**config.mk**
```make
export PLATFORM = sky130hd
export DESIGN_NAME = mc_proc_core_flat
export DESIGN_NICKNAME = d
export VERILOG_FILES = /design/src/rtl/mc_proc_pkg.sv /design/src/rtl/mc_proc_if.sv /design/src/rtl/mc_proc_alu.sv /design/src/rtl/mc_proc_core.sv /design/src/flat_wrapper.sv
export SDC_FILE = /design/constraint.sdc
export NUM_CORES = 1
export LEC_CHECK = 0
export CORE_UTILIZATION = 58
export CTS_BUF_LIST = sky130_fd_sc_hd__clkbuf_16
export CTS_CLUSTER_SIZE = 24
export DETAILED_ROUTE_END_ITERATION = 8
export HOLD_SLACK_MARGIN = 0.05
export PLACE_DENSITY = 0.79
export SLEW_MARGIN = 10
export SYNTH_ARGS = -nofsm -noshare
export SYNTH_HDL_FRONTEND = slang
export SYNTH_SLANG_ARGS = --single-unit
```
**constraint.sdc**
```tcl
create_clock -name Clock -period 7.1 [get_ports Clock]
set_clock_uncertainty 0.2 [all_clocks]
set_input_delay 1.775 -clock Clock [delete_from_list [all_inputs] [get_ports Clock]]
set_output_delay 1.775 -clock Clock [all_outputs]
set_load 0.1 [all_outputs]
```
**src/rtl/mc_proc_pkg.sv**
```systemverilog
// Shared types and constants for the mc_proc load/store core.
// Build option: MC_PROC_MUL_EN makes opcode 9 a multiply, otherwise it is illegal.
package mc_proc_pkg;

    localparam int OP_MSB  = 31;
    localparam int SEL_BIT = 16;
    localparam int IMM_W   = 16;

    typedef enum logic [3:0] {
        OP_MOV  = 4'd0,
        OP_MOVI = 4'd1,
        OP_ADD  = 4'd2,
        OP_SUB  = 4'd3,
        OP_LW   = 4'd4,
        OP_SW   = 4'd5,
        OP_AND  = 4'd6,
        OP_BNZ  = 4'd7,
        OP_HALT = 4'd8,
        OP_MUL  = 4'd9
    } opcode_t;

    typedef enum logic [2:0] {
        S_FETCH = 3'd0,
        S_EXEC  = 3'd1,
        S_WB    = 3'd2,
        S_MEM   = 3'd3,
        S_HALT  = 3'd4
    } state_t;

    // Opcodes that go through the ALU and finish with a write-back cycle.
    function automatic logic is_alu_op(input opcode_t op);
        logic r;
        r = 1'b0;
        case (op)
            OP_ADD, OP_SUB, OP_AND: r = 1'b1;
`ifdef MC_PROC_MUL_EN
            OP_MUL:                 r = 1'b1;
`endif
            default:                r = 1'b0;
        endcase
        return r;
    endfunction

endpackage

```
**src/rtl/mc_proc_if.sv**
```systemverilog
// Instruction fetch port plus data memory / peripheral bus of the mc_proc core.
interface mc_proc_if #(
    parameter int DATA_W = 32,
    parameter int PC_W   = 9,
    parameter int ADDR_W = 8
);
    logic [PC_W-1:0]   pc;
    logic [31:0]       instr;

    // mem_req stays high with addr/wdata/write/sel frozen until the slave
    // answers mem_ready = 1; that cycle completes the access (and carries
    // mem_rdata for loads). mem_ready is meaningless while mem_req = 0.
    logic              mem_req;
    logic              mem_write;
    logic              mem_sel;
    logic [ADDR_W-1:0] mem_addr;
    logic [DATA_W-1:0] mem_wdata;
    logic [DATA_W-1:0] mem_rdata;
    logic              mem_ready;

    modport master (
        output pc, mem_req, mem_write, mem_sel, mem_addr, mem_wdata,
        input  instr, mem_rdata, mem_ready
    );

    modport slave (
        input  pc, mem_req, mem_write, mem_sel, mem_addr, mem_wdata,
        output instr, mem_rdata, mem_ready
    );

endinterface

```
**src/rtl/mc_proc_alu.sv**
```systemverilog
// Combinational ALU of the mc_proc core: ADD, SUB, AND, and MUL when
// MC_PROC_MUL_EN is defined. All results wrap modulo 2^DATA_W.
module mc_proc_alu
    import mc_proc_pkg::*;
#(
    parameter int DATA_W = 32
) (
    input  opcode_t           op_i,
    input  logic [DATA_W-1:0] a_i,
    input  logic [DATA_W-1:0] b_i,
    output logic [DATA_W-1:0] y_o
);

    always_comb begin
        y_o = '0;
        case (op_i)
            OP_ADD:  y_o = a_i + b_i;
            OP_SUB:  y_o = a_i - b_i;
            OP_AND:  y_o = a_i & b_i;
`ifdef MC_PROC_MUL_EN
            OP_MUL:  y_o = a_i * b_i;
`endif
            default: y_o = '0;
        endcase
    end

endmodule

```
**src/rtl/mc_proc_core.sv**
```systemverilog
// Multi-cycle load/store core: FETCH -> EXEC -> (WB | MEM) -> FETCH, plus HALT.
// Opcode 9 is MUL only when MC_PROC_MUL_EN is defined.
module mc_proc_core
    import mc_proc_pkg::*;
#(
    parameter int DATA_W = 32,
    parameter int NREGS  = 8,
    parameter int PC_W   = 9,
    parameter int ADDR_W = 8
) (
    input  logic      Clock,
    input  logic      Resetn,
    mc_proc_if.master bus,
    output logic      Done,
    output logic      halted,
    output logic      illegal,
    output state_t    state_o
);

    localparam int RIDX_W = $clog2(NREGS);

    state_t            state_q, state_d;
    logic [PC_W-1:0]   pc_q, pc_d;
    logic [31:0]       ir_q, ir_d;
    logic [DATA_W-1:0] g_q, g_d;
    logic              illegal_q, illegal_d;
    logic              mem_write_q, mem_write_d;
    logic              mem_sel_q, mem_sel_d;
    logic [ADDR_W-1:0] mem_addr_q, mem_addr_d;
    logic [DATA_W-1:0] mem_wdata_q, mem_wdata_d;

    logic [DATA_W-1:0] rf_q [NREGS];
    logic              rf_we;
    logic [RIDX_W-1:0] rf_waddr;
    logic [DATA_W-1:0] rf_wdata;

    opcode_t           op;
    logic [RIDX_W-1:0] rx, ry;
    logic [DATA_W-1:0] rx_val, ry_val, imm_ext, alu_y;
    logic [PC_W-1:0]   bnz_target;
    logic              unused_ir;

    assign op         = opcode_t'(ir_q[OP_MSB -: 4]);
    assign rx         = ir_q[OP_MSB-4 -: RIDX_W];
    assign ry         = ir_q[OP_MSB-8 -: RIDX_W];
    assign rx_val     = rf_q[rx];
    assign ry_val     = rf_q[ry];
    assign imm_ext    = DATA_W'(ir_q[IMM_W-1:0]);
    assign bnz_target = PC_W'(ir_q[IMM_W-1:0]);
    assign unused_ir  = ^ir_q;

    mc_proc_alu #(.DATA_W(DATA_W)) u_alu (
        .op_i (op),
        .a_i  (rx_val),
        .b_i  (ry_val),
        .y_o  (alu_y)
    );

    always_ff @(posedge Clock or negedge Resetn) begin
        if (!Resetn) begin
            state_q     <= S_FETCH;
            pc_q        <= '0;
            ir_q        <= '0;
            g_q         <= '0;
            illegal_q   <= 1'b0;
            mem_write_q <= 1'b0;
            mem_sel_q   <= 1'b0;
            mem_addr_q  <= '0;
            mem_wdata_q <= '0;
        end else begin
            state_q     <= state_d;
            pc_q        <= pc_d;
            ir_q        <= ir_d;
            g_q         <= g_d;
            illegal_q   <= illegal_d;
            mem_write_q <= mem_write_d;
            mem_sel_q   <= mem_sel_d;
            mem_addr_q  <= mem_addr_d;
            mem_wdata_q <= mem_wdata_d;
        end
    end

    always_ff @(posedge Clock or negedge Resetn) begin
        if (!Resetn) begin
            for (int i = 0; i < NREGS; i++) rf_q[i] <= '0;
        end else if (rf_we) begin
            rf_q[rf_waddr] <= rf_wdata;
        end
    end

    always_comb begin
        state_d     = state_q;
        pc_d        = pc_q;
        ir_d        = ir_q;
        g_d         = g_q;
        illegal_d   = illegal_q;
        mem_write_d = mem_write_q;
        mem_sel_d   = mem_sel_q;
        mem_addr_d  = mem_addr_q;
        mem_wdata_d = mem_wdata_q;
        rf_we       = 1'b0;
        rf_waddr    = rx;
        rf_wdata    = g_q;
        Done        = 1'b0;

        case (state_q)
            S_FETCH: begin
                ir_d    = bus.instr;
                pc_d    = pc_q + PC_W'(1);
                state_d = S_EXEC;
            end
            S_EXEC: begin
                case (op)
                    OP_MOV, OP_MOVI: begin
                        rf_we    = 1'b1;
                        rf_wdata = (op == OP_MOVI) ? imm_ext : ry_val;
                        Done     = 1'b1;
                        state_d  = S_FETCH;
                    end
                    OP_BNZ: begin
                        // Overrides the increment already applied in FETCH.
                        if (rx_val != '0) pc_d = bnz_target;
                        Done    = 1'b1;
                        state_d = S_FETCH;
                    end
                    OP_LW, OP_SW: begin
                        mem_addr_d  = ADDR_W'(rx_val);
                        mem_wdata_d = ry_val;
                        mem_write_d = (op == OP_SW);
                        mem_sel_d   = ir_q[SEL_BIT];
                        state_d     = S_MEM;
                    end
                    OP_HALT: begin
                        Done    = 1'b1;
                        state_d = S_HALT;
                    end
                    default: begin
                        if (is_alu_op(op)) begin
                            g_d     = alu_y;
                            state_d = S_WB;
                        end else begin
                            illegal_d = 1'b1;
                            Done      = 1'b1;
                            state_d   = S_FETCH;
                        end
                    end
                endcase
            end
            S_WB: begin
                rf_we   = 1'b1;
                Done    = 1'b1;
                state_d = S_FETCH;
            end
            S_MEM: begin
                if (bus.mem_ready) begin
                    rf_we    = !mem_write_q;
                    rf_waddr = ry;
                    rf_wdata = bus.mem_rdata;
                    Done     = 1'b1;
                    state_d  = S_FETCH;
                end
            end
            S_HALT: begin
                state_d = S_HALT;
            end
            default: begin
                state_d = S_FETCH;
            end
        endcase
    end

    // mem_req follows the state register so an async reset drops it at once.
    assign bus.pc        = pc_q;
    assign bus.mem_req   = (state_q == S_MEM);
    assign bus.mem_write = mem_write_q;
    assign bus.mem_sel   = mem_sel_q;
    assign bus.mem_addr  = mem_addr_q;
    assign bus.mem_wdata = mem_wdata_q;

    assign halted  = (state_q == S_HALT);
    assign illegal = illegal_q;
    assign state_o = state_q;

endmodule

```
**src/flat_wrapper.sv**
```systemverilog
// flat-port wrapper written by rule: the top's interface ports become plain ports
module mc_proc_core_flat import mc_proc_pkg::*;
#(
    parameter int DATA_W = 32,
    parameter int NREGS  = 8,
    parameter int PC_W   = 9,
    parameter int ADDR_W = 8
)
  (Clock, Resetn, Done, halted, illegal, state_o, bus_pc, bus_mem_req, bus_mem_write, bus_mem_sel, bus_mem_addr, bus_mem_wdata, bus_instr, bus_mem_rdata, bus_mem_ready);
  mc_proc_if #(.DATA_W(DATA_W), .PC_W(PC_W), .ADDR_W(ADDR_W)) bus_i ();
  input  logic Clock;
  input  logic Resetn;
  output logic Done;
  output logic halted;
  output logic illegal;
  output state_t state_o;
  output wire logic [$bits(bus_i.pc)-1:0] bus_pc;
  output wire logic [$bits(bus_i.mem_req)-1:0] bus_mem_req;
  output wire logic [$bits(bus_i.mem_write)-1:0] bus_mem_write;
  output wire logic [$bits(bus_i.mem_sel)-1:0] bus_mem_sel;
  output wire logic [$bits(bus_i.mem_addr)-1:0] bus_mem_addr;
  output wire logic [$bits(bus_i.mem_wdata)-1:0] bus_mem_wdata;
  input wire logic [$bits(bus_i.instr)-1:0] bus_instr;
  input wire logic [$bits(bus_i.mem_rdata)-1:0] bus_mem_rdata;
  input wire logic [$bits(bus_i.mem_ready)-1:0] bus_mem_ready;
  assign bus_pc = bus_i.pc;
  assign bus_mem_req = bus_i.mem_req;
  assign bus_mem_write = bus_i.mem_write;
  assign bus_mem_sel = bus_i.mem_sel;
  assign bus_mem_addr = bus_i.mem_addr;
  assign bus_mem_wdata = bus_i.mem_wdata;
  assign bus_i.instr = bus_instr;
  assign bus_i.mem_rdata = bus_mem_rdata;
  assign bus_i.mem_ready = bus_mem_ready;
  mc_proc_core #(.DATA_W(DATA_W), .NREGS(NREGS), .PC_W(PC_W), .ADDR_W(ADDR_W)) u_core (.Clock(Clock), .Resetn(Resetn), .bus(bus_i), .Done(Done), .halted(halted), .illegal(illegal), .state_o(state_o));
endmodule
```
==> out/qor.yml <==
rsz0062_at_grt: "false"
track_usage: 0.340
chipHeight_um: 192
crit_chain: "mux4_2 > mux2i_1 > ha_1 > nand2b_1 > nor3_1 > nand2_1 > nand2_1 > xnor2_1 > ha_1 > nand4_1 > a311oi_1 > o221ai_1 > buf_4 > o31ai_1 > a41oi_1 > a21oi_1 > xnor2_1 > o21ai_1"
synth_cell_types: 75
cts.path.max_buffers: 3
dp_hpwl_mm: 41.6
max_cap_violations: 0
antenna_left: 0
cts_setup_buffers: 0
cts_tree: "done"
std_cell_rows: 69
wl_mm: 61.9
cp.required_ns: 7.32
max_stage_delay_ns: 0.95
drtIter0Drc: 2146
cts_root_buf: "clkbuf_16"
top_layer: "met4"
wire_per_inst_um: 23.2
wl_met1_mm: 25.2
htreeDepth: 2
hold_buffers: 0
slew_violations: 0
cp_num_buf_inv: 1
yosys_warnings: 0
cts_resized: 0
cts.sinks: 370
fin_crit_ns: 6.04
netlist_instances: 2082
areaGrowthSynthToFinish_pct: 14.8
drive_above_1_share: 0.149
dr.pass1.iters: 6
grt_pass1_vias: 17080
slew_headroom: 0.125
crit_arrival_ns: 6.27
viasPerCell: 6.65
vias: 17724
start_util: 0.588
grt_overflow_total: 0
avgSynthCellArea_sq_um: 10.0
final_cell_mix: "365 x dfrtp_1, 303 x nor2_1, 292 x a21oi_1"
hp-class: "flip-flop to flip-flop"
crit_path_top_delay_cell: "dfrtp_4"
critPathTopFamily: "compound AO/OA/AOI/OAI gates"
cp-start-kind: "flip-flop"
io_pins: 125
antenna_found_initial: 0
fin_crit_sh: 0.851
place.gp.congestion: 0.958
route.detailed.drc: 0
finalSetupViolations: 0
synth_flop_cell: "dfrtp_1"
ys_ff_latch: 370
core_sq_mm: 0.0355
status: "finished clean"
timing.setup.tns_ns: 0
portBuffers: 119
final_hold_viol_count: 0
synth_fp_nets: 2184
diodes: 0
worst-path-max-fanout: 65
route.met3.wl_mm: 6.52
cts_buffers: 41
crit_path_end_kind: "flip-flop"
clock.fmax_mhz: 165
grt_pass1_wl_mm: 95.0
dieArea_sq_mm: 0.0367
clk_pin_slew_ns: 0.07
nFillCells: 2636
dieWidth_um: 192
fin_nets: 2277
seq_area_frac_synth: 0.444
worst_pin_slew_ns: 1.31
async_flop_share: 1.00
final_common_cell: "dfrtp_1"
critPathKind: "flip-flop to flip-flop"
netlist_area_sq_mm: 0.0209
wl_met2_mm: 28.4
clk_latency_ns: 0.56
synth_edf_count: 0
grt_start_max_net_pins: 190
==> flip-flops by register name, summed over array words and instances, names as in the netlist <==
| signal | flops |
|---|---|
| u_core.rf_q | 256 |
| u_core.bus.mem_wdata | 32 |
| u_core.g_q | 32 |
| u_core.ir_q | 27 |
| u_core.bus.pc | 9 |
| u_core.bus.mem_addr | 8 |
| u_core.state_o | 3 |
| u_core.bus.mem_sel | 1 |
| u_core.bus.mem_write | 1 |
| u_core.illegal | 1 |
==> worst register-to-register path: cells and delay by family (launching register included) <==
kind	cells	cell delay, ns
AND/OR/NAND/NOR	5	1.01
adder cells (fa/ha/maj)	2	0.77
XOR/XNOR	2	0.23
multiplexers	2	0.87
flip-flops	1	0.95
AO/OA/AOI/OAI	6	1.66
buffers and inverters	1	0.21
==> Yosys cell counts (34+ instances only) <==
cell type  count  share of area
dfrtp_1      370           0.44
nor2_1       311          0.056
a21oi_1      292          0.070
nand2_1      156          0.028
o21ai_0      146          0.035
mux4_2       126           0.14
clkbuf_1     104          0.019
inv_1         54         0.0097
mux2i_1       52          0.025
a221oi_1      47          0.020
nor3_1        39         0.0094
ha_1          34          0.020
==> cell type report <==
class                   instances  area, sq um  area share
inverters                      58          218     0.00910
clock inverters                33          262      0.0109
flip-flops and latches        370         9270       0.387
clock buffers                  41         1030      0.0429
well taps                     461          577      0.0241
multi-input cells            1513        10900       0.453
repair buffers                191         1730      0.0723
==> per-stage QoR <==
step	instance area, sq um	worst slack (ns)	cells	util	hold slack, ns
6_report	23900	1.06	2667	0.675	0.276
5_1_grt	23900	0.788	2667	0.675	0.301
4_1_cts	23900	1.10	2656	0.673	0.283
3_5_place_dp	22600	1.13	2582	0.636	0.269
3_3_place_gp	22600	1.17	2582	0.636	0.255
2_1_floorplan	20900	1.21	2082	-	0.251
==> logic make-up (layout without fill, tap and decap cells) <==
logic type / Yosys count / count (layout) / share of synthesized area
DFF: 370 / 370 / 0.444
AOI/OAI and AO/OA: 610 / 610 / 0.171
xor gates and xnor gates: 52 / 52 / 0.0218
muxes: 203 / 203 / 0.175
and+or+nand+nor: 613 / 613 / 0.128
adders and majority gates: 35 / 35 / 0.0214
buffers and inverters: 199 / 323 / 0.0391
==> worst paths after layout <==
path | start | end | slack, ns | cells past startpoint
max in group asynchronous | Resetn | u_core.ir_q[22] | 3.99 | 2
min reg2reg | u_core.bus.mem_wdata[24] | u_core.bus.mem_wdata[24] | 0.28 | 2
max | u_core.ir_q[23] | u_core.g_q[31] | 1.06 | 18
min | u_core.bus.mem_wdata[24] | u_core.bus.mem_wdata[24] | 0.28 | 2
min in group asynchronous | Resetn | u_core.bus.pc[4] | 1.04 | 1
max reg2reg | u_core.ir_q[23] | u_core.g_q[31] | 1.06 | 18
==> per-layer routing <==
metal | up-vias | GRT usage
met1 | 8698 | 0.479
met2 | 1056 | 0.528
met3 | 143 | 0.0669
met5 | - | 0
li1 | 7827 | -
met4 | 0 | 0.121
Power is left out: the tool's default activity adds up to more than one toggle a clock period on the data nets, which glitch-free logic cannot reach.
